## src/rtl/pwm_pkg.sv

```systemverilog
// Shared constants for the PWM LED drivers and the PWM capture block.
// Holds the brightness scale, the clock-derived timeout and the capture FSM encoding.
package pwm_pkg;

  localparam int PWM_DUTY_W = 9;
  localparam int PWM_CNT_W  = 24;
  localparam int FREQUENCE  = 75_000_000;
  // 1_000_000 clk cycles, about 13.3 ms at FREQUENCE
  localparam int PWM_TIMEOUT = FREQUENCE / 75;

  typedef logic [1:0] pwm_state_t;

  localparam pwm_state_t ST_IDLE = 2'd0;
  localparam pwm_state_t ST_HIGH = 2'd1;
  localparam pwm_state_t ST_LOW  = 2'd2;

  function automatic longint cnt_limit(input int w);
    return (longint'(1) << w) - longint'(1);
  endfunction

endpackage

```

## src/rtl/pwm_duty_div.sv

```systemverilog
// Restoring divider producing floor(num * 2**DUTY_W / den), one quotient bit per clk.
// Requires num < den; abort drops an in-flight division without raising done.
module pwm_duty_div
  import pwm_pkg::*;
#(
  parameter int CNT_W  = PWM_CNT_W,
  parameter int DUTY_W = PWM_DUTY_W
) (
  input  logic              clk,
  input  logic              rst,
  input  logic              start,
  input  logic              abort,
  input  logic [CNT_W-1:0]  num,
  input  logic [CNT_W-1:0]  den,
  output logic              busy,
  output logic              done,
  output logic [DUTY_W-1:0] quot
);

  localparam int STEP_W = $clog2(DUTY_W + 1);

  // Handshake: start is only honoured while busy is low; busy is already low
  // in the done cycle, so a new start may land on the same edge that retires
  // a result. quot is stable during the done cycle and cleared on the next start.
  logic [CNT_W:0]    rem;
  logic [CNT_W:0]    den_r;
  logic [CNT_W:0]    rem_sh;
  logic              take;
  logic [STEP_W-1:0] left;
  logic              run;

  always_comb begin
    rem_sh = rem << 1;
    take   = (rem_sh >= den_r);
  end

  always_ff @(posedge clk or posedge rst) begin
    if (rst) begin
      rem   <= '0;
      den_r <= '0;
      quot  <= '0;
      left  <= '0;
      run   <= 1'b0;
      done  <= 1'b0;
    end else begin
      done <= 1'b0;
      if (abort) begin
        run  <= 1'b0;
        left <= '0;
      end else if (start && !run) begin
        rem   <= {1'b0, num};
        den_r <= {1'b0, den};
        quot  <= '0;
        left  <= STEP_W'(DUTY_W);
        run   <= 1'b1;
      end else if (run) begin
        rem  <= take ? (rem_sh - den_r) : rem_sh;
        quot <= {quot[DUTY_W-2:0], take};
        left <= left - STEP_W'(1);
        if (left == STEP_W'(1)) begin
          run  <= 1'b0;
          done <= 1'b1;
        end
      end
    end
  end

  assign busy = run;

endmodule

```

## src/rtl/pwm_duty_capture.sv

```systemverilog
// Measures an incoming PWM waveform: period, high time and duty on the LED brightness scale.
// A line with no edge for TIMEOUT clk is reported as stuck with duty 0 or full scale.
module pwm_duty_capture
  import pwm_pkg::*;
#(
  parameter int CNT_W   = PWM_CNT_W,
  parameter int DUTY_W  = PWM_DUTY_W,
  parameter int TIMEOUT = PWM_TIMEOUT
) (
  input  logic              clk,
  input  logic              rst,
  input  logic              pwm_in,
  output logic [CNT_W-1:0]  period,
  output logic [CNT_W-1:0]  high_time,
  output logic [DUTY_W-1:0] duty,
  output logic              valid,
  output logic              stuck,
  output logic              overrun,
  output pwm_state_t        fsm_state
);

  if (longint'(TIMEOUT) >= cnt_limit(CNT_W)) begin : g_timeout_check
    $error("pwm_duty_capture: TIMEOUT must be below 2**CNT_W-1");
  end

  localparam logic [CNT_W-1:0] CNT_MAX   = '1;
  localparam logic [CNT_W-1:0] IDLE_FIRE = CNT_W'(TIMEOUT - 1);

  logic              s1;
  logic              pwm_s;
  logic              pwm_d;
  logic              rise;
  logic              fall;
  logic              any_edge;
  logic [CNT_W-1:0]  cnt;
  logic [CNT_W-1:0]  idle_cnt;
  logic [CNT_W-1:0]  h_lat;
  logic [CNT_W-1:0]  m_per;
  logic [CNT_W-1:0]  m_high;
  pwm_state_t        state;
  logic              stuck_evt;
  logic              issue;
  logic              accept;
  logic              div_busy;
  logic              div_done;
  logic [DUTY_W-1:0] div_quot;

  always_ff @(posedge clk or posedge rst) begin
    if (rst) begin
      s1    <= 1'b0;
      pwm_s <= 1'b0;
      pwm_d <= 1'b0;
    end else begin
      s1    <= pwm_in;
      pwm_s <= s1;
      pwm_d <= pwm_s;
    end
  end

  // The stuck event fires on the edge that would take the idle count to TIMEOUT,
  // so a coincident edge always wins and the event cannot repeat until an edge.
  always_comb begin
    rise      = pwm_s & ~pwm_d;
    fall      = ~pwm_s & pwm_d;
    any_edge  = rise | fall;
    stuck_evt = !any_edge && (idle_cnt == IDLE_FIRE);
    issue     = (state == ST_LOW) && rise && !stuck_evt;
    accept    = issue && !div_busy;
  end

  always_ff @(posedge clk or posedge rst) begin
    if (rst) begin
      cnt      <= '0;
      idle_cnt <= '0;
    end else begin
      if (rise) begin
        cnt <= CNT_W'(1);
      end else if (cnt != CNT_MAX) begin
        cnt <= cnt + CNT_W'(1);
      end
      if (any_edge) begin
        idle_cnt <= '0;
      end else if (idle_cnt != CNT_MAX) begin
        idle_cnt <= idle_cnt + CNT_W'(1);
      end
    end
  end

  always_ff @(posedge clk or posedge rst) begin
    if (rst) begin
      state <= ST_IDLE;
      h_lat <= '0;
    end else if (stuck_evt) begin
      state <= ST_IDLE;
    end else begin
      case (state)
        ST_IDLE: if (rise) state <= ST_HIGH;
        ST_HIGH: begin
          if (fall) begin
            h_lat <= cnt;
            state <= ST_LOW;
          end
        end
        ST_LOW:  if (rise) state <= ST_HIGH;
        default: state <= ST_IDLE;
      endcase
    end
  end

  // Accepted measurements are held here so that a dropped issue never
  // disturbs the values reported with the division in flight.
  always_ff @(posedge clk or posedge rst) begin
    if (rst) begin
      m_per  <= '0;
      m_high <= '0;
    end else if (accept) begin
      m_per  <= cnt;
      m_high <= h_lat;
    end
  end

  pwm_duty_div #(
    .CNT_W  (CNT_W),
    .DUTY_W (DUTY_W)
  ) u_div (
    .clk   (clk),
    .rst   (rst),
    .start (accept),
    .abort (stuck_evt),
    .num   (h_lat),
    .den   (cnt),
    .busy  (div_busy),
    .done  (div_done),
    .quot  (div_quot)
  );

  always_ff @(posedge clk or posedge rst) begin
    if (rst) begin
      period    <= '0;
      high_time <= '0;
      duty      <= '0;
      valid     <= 1'b0;
      stuck     <= 1'b0;
      overrun   <= 1'b0;
    end else begin
      valid   <= 1'b0;
      overrun <= issue && !accept;
      if (stuck_evt) begin
        period    <= '0;
        high_time <= '0;
        duty      <= pwm_s ? '1 : '0;
        stuck     <= 1'b1;
        valid     <= 1'b1;
      end else if (div_done) begin
        period    <= m_per;
        high_time <= m_high;
        duty      <= div_quot;
        stuck     <= 1'b0;
        valid     <= 1'b1;
      end
    end
  end

  assign fsm_state = state;

endmodule
```

## config.mk

```make
export PLATFORM = sky130hd
export DESIGN_NAME = pwm_duty_capture
export DESIGN_NICKNAME = d
export VERILOG_FILES = /design/src/rtl/pwm_pkg.sv /design/src/rtl/pwm_duty_div.sv /design/src/rtl/pwm_duty_capture.sv
export SDC_FILE = /design/constraint.sdc
export NUM_CORES = 1
export LEC_CHECK = 0
export CAP_MARGIN = 25
export CORE_UTILIZATION = 60
export CTS_CLUSTER_DIAMETER = 30
export DETAILED_ROUTE_END_ITERATION = 7
export GPL_ROUTABILITY_DRIVEN = 0
export GPL_TIMING_DRIVEN = 0
export MAX_ROUTING_LAYER = met4
export PLACE_DENSITY = 0.8
export SLEW_MARGIN = 20
export SYNTH_ARGS = -nofsm -noshare
export SYNTH_HDL_FRONTEND = slang
export SYNTH_SLANG_ARGS = --single-unit
```

## constraint.sdc

```tcl
create_clock -name clk -period 10.2 [get_ports clk]
set_clock_uncertainty 0.05 [all_clocks]
set_input_delay 1.53 -clock clk [delete_from_list [all_inputs] [get_ports clk]]
set_output_delay 1.53 -clock clk [all_outputs]
set_load 0.005 [all_outputs]
```

==> results of run 1 <==
==> area by class of cell <==
class | count | area (µm²) | share of cell area
tap | 265 | 332 | 0.0228
clock buffer | 57 | 1300 | 0.0891
clock inverter | 33 | 363 | 0.0249
inverter | 38 | 150 | 0.0103
buffer | 56 | 259 | 0.0178
sequential | 248 | 6210 | 0.426
multi-input combinational | 800 | 5250 | 0.361
timing repair buffer | 66 | 696 | 0.0478
==> registers in the layout, indices dropped and copies added, names as in the netlist, 2 cells and up <==
signal,cells
m_per,24
high_time,24
idle_cnt,24
m_high,24
u_div.left,4
duty,9
fsm_state,2
cnt,24
period,24
u_div.rem,24
h_lat,24
u_div.quot,9
u_div.den_r,24
==> worst paths after layout <==
kind | start | endpoint | slack (ns) | depth (start not counted)
min reg2reg | s1$_DFF_PP0_ | pwm_s$_DFF_PP0_ | 0.30 | 0
max in group asynchronous | rst | u_div.rem[7]$_DFFE_PP0P_ | 7.44 | 4
max | pwm_s$_DFF_PP0_ | u_div.rem[4]$_DFFE_PP0P_ | 6.68 | 9
min | s1$_DFF_PP0_ | pwm_s$_DFF_PP0_ | 0.30 | 0
min in group asynchronous | rst | idle_cnt[7]$_DFFE_PP0P_ | 1.39 | 2
max reg2reg | pwm_s$_DFF_PP0_ | u_div.rem[4]$_DFFE_PP0P_ | 6.68 | 9
==> per-layer routing <==
layer  wire (µm)  share of wire  GRT usage
met5           0              0          -
met4        1140          0.039      0.142
met3        1490          0.051     0.0488
met2       13900           0.48      0.486
met1       12500           0.43      0.384
==> cells by family after synthesis <==
group           Yosys count
simple gates            445
xor+xnor                 61
compound gates          135
fa+ha+maj                32
buf+inv                  94
mux                     127
flops                   248
==> Yosys cell counts (all sizes together), types with 4 or more instances <==
cell type,n,share of area
a211oi,5,0.0032
dfrtp,248,0.52
nand2b,8,0.0042
nor2,109,0.035
ha,31,0.033
a21oi,38,0.017
o221ai,14,0.010
or3,9,0.0047
mux2i,79,0.067
and4,4,0.0030
nand2,201,0.064
and3,11,0.0058
a32o,8,0.0068
nor2b,7,0.0037
nand4,16,0.0090
inv,38,0.012
o21ai,26,0.011
clkbuf,38,0.012
xor2,31,0.023
buf,18,0.0098
nor3,9,0.0051
a21o,7,0.0044
mux2,48,0.046
nor4,4,0.0034
and2,28,0.015
o211ai,4,0.0030
xnor2,30,0.022
o21a,7,0.0044
nand3,25,0.011
==> layout by cell type, fill, tap and decap left out, drive strengths merged, types with 10 or more instances in the layout <==
cell type	n
xor2	31
clkbuf	95
mux2i	79
inv	42
buf	20
o221ai	14
xnor2	30
mux2	48
and2	28
dfrtp	248
clkinvlp	10
o21ai	26
and3	11
nand2	201
nand3	25
ha	31
a21oi	38
clkinv	15
clkdlybuf4s50	64
nand4	16
nor2	109
==> critical path, cell delays in order (launching register included) <==
cell                       delay [ns]
sky130_fd_sc_hd__dfrtp_1         0.50
sky130_fd_sc_hd__inv_1           0.13
sky130_fd_sc_hd__ha_1            0.49
sky130_fd_sc_hd__nor3b_1         0.26
sky130_fd_sc_hd__nand4_1         0.14
sky130_fd_sc_hd__nor3_1          0.40
sky130_fd_sc_hd__or2_2           0.23
sky130_fd_sc_hd__clkbuf_1        0.41
sky130_fd_sc_hd__clkbuf_1        0.51
sky130_fd_sc_hd__o221ai_1        0.20
==> power by group through the flow <==
| stage | logic (mW) | registers (mW) | clock network (mW) |
|---|---|---|---|
| 5_1_grt | 1.32 | 1.26 | 1.64 |
| 6_report | 1.20 | 1.25 | 1.57 |
| 2_1_floorplan | 0.903 | 1.22 | 0 |
| 3_3_place_gp | 1.14 | 1.25 | 0 |
| 4_1_cts | 1.19 | 1.25 | 1.59 |
| 3_5_place_dp | 1.17 | 1.26 | 0 |
==> per-stage QoR <==
step	worst slack, ns	hold WS [ns]	cell area [µm²]	utilization	power (mW)
6_report	6.68	0.300	14600	0.750	4.02
5_1_grt	6.54	0.304	14600	0.750	4.21
4_1_cts	6.77	0.302	14600	0.750	4.03
3_5_place_dp	6.83	0.290	12900	0.665	2.43
3_3_place_gp	-1.09	0.282	12800	0.661	2.39
2_1_floorplan	1.81	0.281	11900	-	2.13
==> impl_summary.log, run 1 <==
INFO  metric die_w = 143 µm
INFO  metric nNetsFinal = 1293
INFO  metric hold_bufs_inserted_after_cts = 0
INFO  metric numPortBuffers = 64
INFO  metric cts_repair_resize_count = 0
INFO  metric max_freq = 284 MHz
INFO  metric synth_area_per_cell = 10.4 µm²
INFO  metric floorplan.die_area = 20300 µm²
INFO  metric standard_cell_core_area = 19400 µm²
INFO  metric initial_core_util = 0.611
INFO  metric timing.max_slew.rel_slack = 0.369
INFO  metric synth-edff-count = 0
INFO  metric part_of_the_power_in_registers = 0.311
INFO  metric cellInternalPower = 2.69 mW
INFO  metric finalSetupTns = 0 ns
INFO  metric drt.antenna.violating_nets = 0
INFO  metric combinationalPowerShare = 0.299
INFO  metric drt_first_pass_iters = 5
INFO  metric area_growth_syn_to_layout = 22.7%
INFO  metric synth-main-ff-cell = sky130_fd_sc_hd__dfrtp_1
INFO  metric status = finished clean
INFO  metric detailedPlacementHpwl = 19.2 mm
INFO  metric clock_tree.buffer_depth = 3
INFO  metric globalRoute.totalOverflow = 0
INFO  metric cts_num_sinks = 248
INFO  metric synth-simple-area-share = 0.172
INFO  metric grt_antenna_before_repair = 0
INFO  metric tritoncts.num_buffers = 48
INFO  metric period_minus_slack = 3.52 ns
INFO  metric grt_start_max_net_pins = 99
INFO  metric synthAdderAreaFrac = 0.0344
INFO  metric clock_latency_reported_for_the_late_side_of_the_worst_skew_pair = 0.55 ns
INFO  metric clock_power_share = 0.390
INFO  metric die_height = 143 µm
INFO  metric via_count = 8969
INFO  metric synth.area.mux_share = 0.112
INFO  metric via_per_inst = 5.74
INFO  metric timing.critical_path.to_type = register
INFO  metric slew_violations = 0
INFO  metric cp_max_fo = 10
INFO  metric final.period_utilization = 0.345
INFO  metric cts_post_setup_buffers_inserted = 0
INFO  metric drc = 0
INFO  metric critical_path_required = 10.51 ns
INFO  metric ys_seq_elements = 248
INFO  metric yosysWarningCount = 0
INFO  metric synth-xor-area-share = 0.0451
INFO  metric powerDensity = 276 nW/µm²
INFO  metric critical_path_class = register to register
INFO  metric synth_top_family_by_area = simple AND/OR/NAND/NOR gates
INFO  metric cts_tree = yes
INFO  metric dr.first_iter.drc_count = 541
INFO  metric worst_hold_path_type = register to register
INFO  metric setup-violations-final = 0
INFO  metric htree_levels = 2
INFO  metric count_of_distinct_cell_types_in_the_synthesized_netlist = 70
INFO  metric synth-compound-area-share = 0.0790
INFO  metric syn-instance-count = 1142
INFO  metric postSynthNetCount = 1177
INFO  metric mappedNetlistArea = 11900 µm²
INFO  metric grt_util_all_layers = 0.305
INFO  metric postSynth.asyncResetShare = 1.00
INFO  metric antenna_cells_inserted = 0
INFO  metric grt_first_pass_wirelength = 46.3 mm
INFO  metric cp-start-kind = register
INFO  metric p_switching = 1.33 mW
INFO  metric clock-root-buffer = sky130_fd_sc_hd__clkbuf_16
INFO  metric synth.yosys.seq_area_share = 0.523
INFO  metric io-pin-count = 65
INFO  metric layout_cells_sized_above_1 = 0.119
INFO  metric placed_cells_incl_taps = 1473
INFO  metric route.detailed.wl_per_inst = 18.5 µm
INFO  metric ir_drop = 0.169 mV
INFO  metric fp-row-count = 51
INFO  metric final.fill_count = 1337
INFO  metric first_global_vias = 8968
INFO  metric setup_repair_after_global_routing_missed_its_margin = false
INFO  metric clk_pin_slew = 0.05 ns
INFO  metric max_cap_viol_count = 0
INFO  metric total_leakage_power = 6.96 nW
INFO  metric layout.cells.non_filler = 1563
INFO  metric number_of_hold_violations_in_the_final_report = 0
INFO  metric power.share.switching = 0.330
INFO  metric critical_path_arrival = 3.83 ns
INFO  metric worstMarginPinSlew = 0.947 ns
INFO  metric total_routed_wirelength = 29.0 mm
No activity file was read; power rests on OpenSTA's default activity.
==> run 2: changes to the inputs <==
- CORE_UTILIZATION: 60 -> 54
- PLACE_DENSITY: 0.8 -> 0.76
- clock period: 10.2 -> 3 ns (I/O delays scaled with it)
==> run 2 against run 1 <==
Compared with the run above:
- count of clock-buffer cells in the layout up 3
- highest routed layer unchanged
- sequential power rose to 3.4 times the previous value
- critical path type unchanged
- total power rose to 3.5 times the previous value
- critical path depth up 2
==> impl_summary.log, run 2 (same netlist as run 1, synthesis figures left out) <==
INFO  metric status = finished clean
INFO  metric commonest_non_fill_non_tap_cell_in_the_layout = sky130_fd_sc_hd__dfrtp_1
INFO  metric drc = 0 (unchanged)
INFO  metric total_leakage_power = 7.13 nW (+2.4%)
INFO  metric clock_latency_reported_for_the_late_side_of_the_worst_skew_pair = 0.54 ns (about the same)
INFO  metric first_global_vias = 9282 (+3.5%)
INFO  metric grt.busiest_layer = met2
INFO  metric numPortBuffers = 64 (unchanged)
INFO  metric final_cell_mix = sky130_fd_sc_hd__dfrtp_1, sky130_fd_sc_hd__nand2_1, sky130_fd_sc_hd__nor2_1
INFO  metric period_minus_slack = 2.92 ns (-0.602 ns)
INFO  metric die_w = 150 µm (+5.3%)
INFO  metric power.share.switching = 0.317 (-0.0132)
INFO  metric detailedPlacementHpwl = 19.6 mm (+2.2%)
INFO  metric clock-root-buffer = sky130_fd_sc_hd__clkbuf_16
INFO  metric clk_pin_slew = 0.05 ns (about the same)
INFO  metric clock_power_share = 0.398 (+0.008)
INFO  metric number_of_hold_violations_in_the_final_report = 0 (unchanged)
INFO  metric fp-row-count = 53 (+3.9%)
INFO  metric combinationalPowerShare = 0.300 (about the same)
INFO  metric tritoncts.num_buffers = 48 (unchanged)
INFO  metric floorplan.die_area = 22600 µm² (+11%)
INFO  metric timing.critical_path.to_type = register
INFO  metric grt_start_max_net_pins = 37 (-63%)
INFO  metric drt_first_pass_iters = 7 (+2)
INFO  metric grt_first_pass_wirelength = 47.6 mm (+2.8%)
INFO  metric io-pin-count = 65 (unchanged)
INFO  metric initial_core_util = 0.557 (-0.0542)
INFO  metric area_growth_syn_to_layout = 25.0%
INFO  metric max_freq = 342 MHz (+21%)
INFO  metric cellInternalPower = 9.62 mW (+260%)
INFO  metric clock_tree.buffer_depth = 3 (unchanged)
INFO  metric powerDensity = 950 nW/µm² (+240%)
INFO  metric final.fill_count = 1559 (+17%)
INFO  metric globalRoute.totalOverflow = 0 (unchanged)
INFO  metric reg2reg_from = u_div.den_r[11]$_DFFE_PP0P_
INFO  metric worst_hold_path_type = register to register
INFO  metric ff2ff_path_depth = 11 (+2)
INFO  metric globalRouteMet1Util = 0.354 (-0.0301)
INFO  metric reg2reg_to = u_div.rem[21]$_DFFE_PP0P_
INFO  metric layout_cells_sized_above_1 = 0.144 (+0.0254)
INFO  metric sequential_cell_area = 6210 µm² (about the same)
INFO  metric final_core_util = 0.696 (-0.0538)
INFO  metric drt.antenna.violating_nets = 0 (unchanged)
INFO  metric globalRouteMet2Util = 0.449 (-0.0370)
INFO  metric part_of_the_power_in_registers = 0.302 (-0.009)
INFO  metric max_cap_viol_count = 0 (unchanged)
INFO  metric dr.first_iter.drc_count = 471 (-13%)
INFO  metric critical_path_required = 3.34 ns (-7.17 ns)
INFO  metric met3_usage = 0.0439 (-0.00485)
INFO  metric cp_max_fo = 10 (unchanged)
INFO  metric finalSetupTns = 0 ns (unchanged)
INFO  metric slew_violations = 0 (unchanged)
INFO  metric cts_num_sinks = 248 (unchanged)
INFO  metric route.detailed.wl_per_inst = 18.2 µm (-2.0%)
INFO  metric instance_count_along_the_most_critical_hold_path = 0 (unchanged)
INFO  metric htree_levels = 2 (unchanged)
INFO  metric cp-start-kind = register
INFO  metric setup-violations-final = 0 (unchanged)
INFO  metric final.period_utilization = 0.974 (+0.628)
INFO  metric multi_input_area = 5290 µm² (+0.83%)
INFO  metric hold-path-endpoint = pwm_s$_DFF_PP0_
INFO  metric total_routed_wirelength = 28.7 mm (-0.94%)
INFO  metric worstMarginPinSlew = 0.916 ns (-0.0315 ns)
INFO  metric die_height = 150 µm (+5.3%)
INFO  metric grt_util_all_layers = 0.278 (-0.0268)
INFO  metric hold_path_startpoint = s1$_DFF_PP0_
INFO  metric p_switching = 4.47 mW (+240%)
INFO  metric ir_drop = 0.501 mV (+200%)
INFO  metric setup.reg_to_reg.worst_slack = 0.08 ns (-6.60 ns)
INFO  metric via_count = 8997 (+0.31%)
INFO  metric standard_cell_core_area = 21300 µm² (+9.7%)
INFO  metric critical_path_class = register to register
INFO  metric nNetsFinal = 1303 (+0.77%)
INFO  metric antenna_cells_inserted = 0 (unchanged)
INFO  metric via_per_inst = 5.69 (-0.77%)
INFO  metric critical_path_arrival = 3.26 ns (-0.57 ns)
INFO  metric cts_tree = yes
INFO  metric hold_bufs_inserted_after_cts = 0 (unchanged)
INFO  metric grt_antenna_before_repair = 0 (unchanged)
INFO  metric timing.max_slew.rel_slack = 0.390 (+0.0210)
## run 2: layout make-up
cell class              count  area share
plain buffers              54      0.0183
well taps                 275      0.0232
multi-input cells         800       0.357
clock buffers              60      0.0896
inverters                  38     0.00988
flip-flops and latches    248       0.419
clock inverters            27      0.0263
repair buffers             78      0.0567
## run 2: power groups by stage
stage	Sequential (mW)	Combinational, mW	Clock [mW]
after floorplan	4.15	3.07	0
after global placement	4.26	3.89	0
after detailed placement	4.27	4.00	0
after CTS	4.24	4.07	5.67
after global routing	4.30	4.65	5.84
final	4.25	4.22	5.61
## run 2: worst max-delay path by stage
stage                                           start                          to  slack [ns]  cells past startpoint
after global routing                  pwm_s$_DFF_PP0_  u_div.den_r[6]$_DFFE_PP0P_      -0.002                      9
after detailed placement              pwm_s$_DFF_PP0_   u_div.rem[13]$_DFFE_PP0P_       -0.40                      9
after floorplan                                   rst          cnt[0]$_DFFE_PP0P_       -0.76                      1
after CTS                  u_div.den_r[1]$_DFFE_PP0P_   u_div.rem[21]$_DFFE_PP0P_        0.03                     13
after global placement                            rst       period[8]$_DFFE_PP0P_       -2.53                      2
final                     u_div.den_r[11]$_DFFE_PP0P_   u_div.rem[21]$_DFFE_PP0P_        0.08                     11
## run 2: critical path: stages (launching register included)
cell and delay (ns):
sky130_fd_sc_hd__dfrtp_1 0.35, sky130_fd_sc_hd__inv_1 0.07, sky130_fd_sc_hd__ha_1 0.39, sky130_fd_sc_hd__nand3_1 0.20
sky130_fd_sc_hd__or4_1 0.58, sky130_fd_sc_hd__nor2_1 0.23, sky130_fd_sc_hd__nor3_4 0.06, sky130_fd_sc_hd__o21ai_2 0.15
sky130_fd_sc_hd__buf_6 0.15, sky130_fd_sc_hd__buf_6 0.17, sky130_fd_sc_hd__mux2i_1 0.28, sky130_fd_sc_hd__a21oi_1 0.10
## run 2: metal layers
layer  wire length [µm]  part of all wire
met1              12700              0.44
met2              13600              0.47
met3               1390             0.048
met4                983             0.034
met5                  0                 0
## run 2: repair_timing
action,CTS,global route
setup endpoints to repair,142,145
gates resized for setup,15,15
buffers inserted,2,5
hold endpoints to repair,0,0
pin swaps,0,4
cloned,0,0
## run 2: per-stage QoR
stage	instance area, µm²	power [mW]	std cells	setup WS (ns)	hold slack (ns)
floorplan	11900	7.23	1142	-0.760	0.281
global placement	12800	8.15	1481	-2.53	0.283
detailed placement	13000	8.27	1488	-0.400	0.290
CTS	14700	14.0	1576	0.0282	0.301
global route	14800	14.8	1580	-0.00150	0.303
finish	14800	14.1	1580	0.0782	0.297
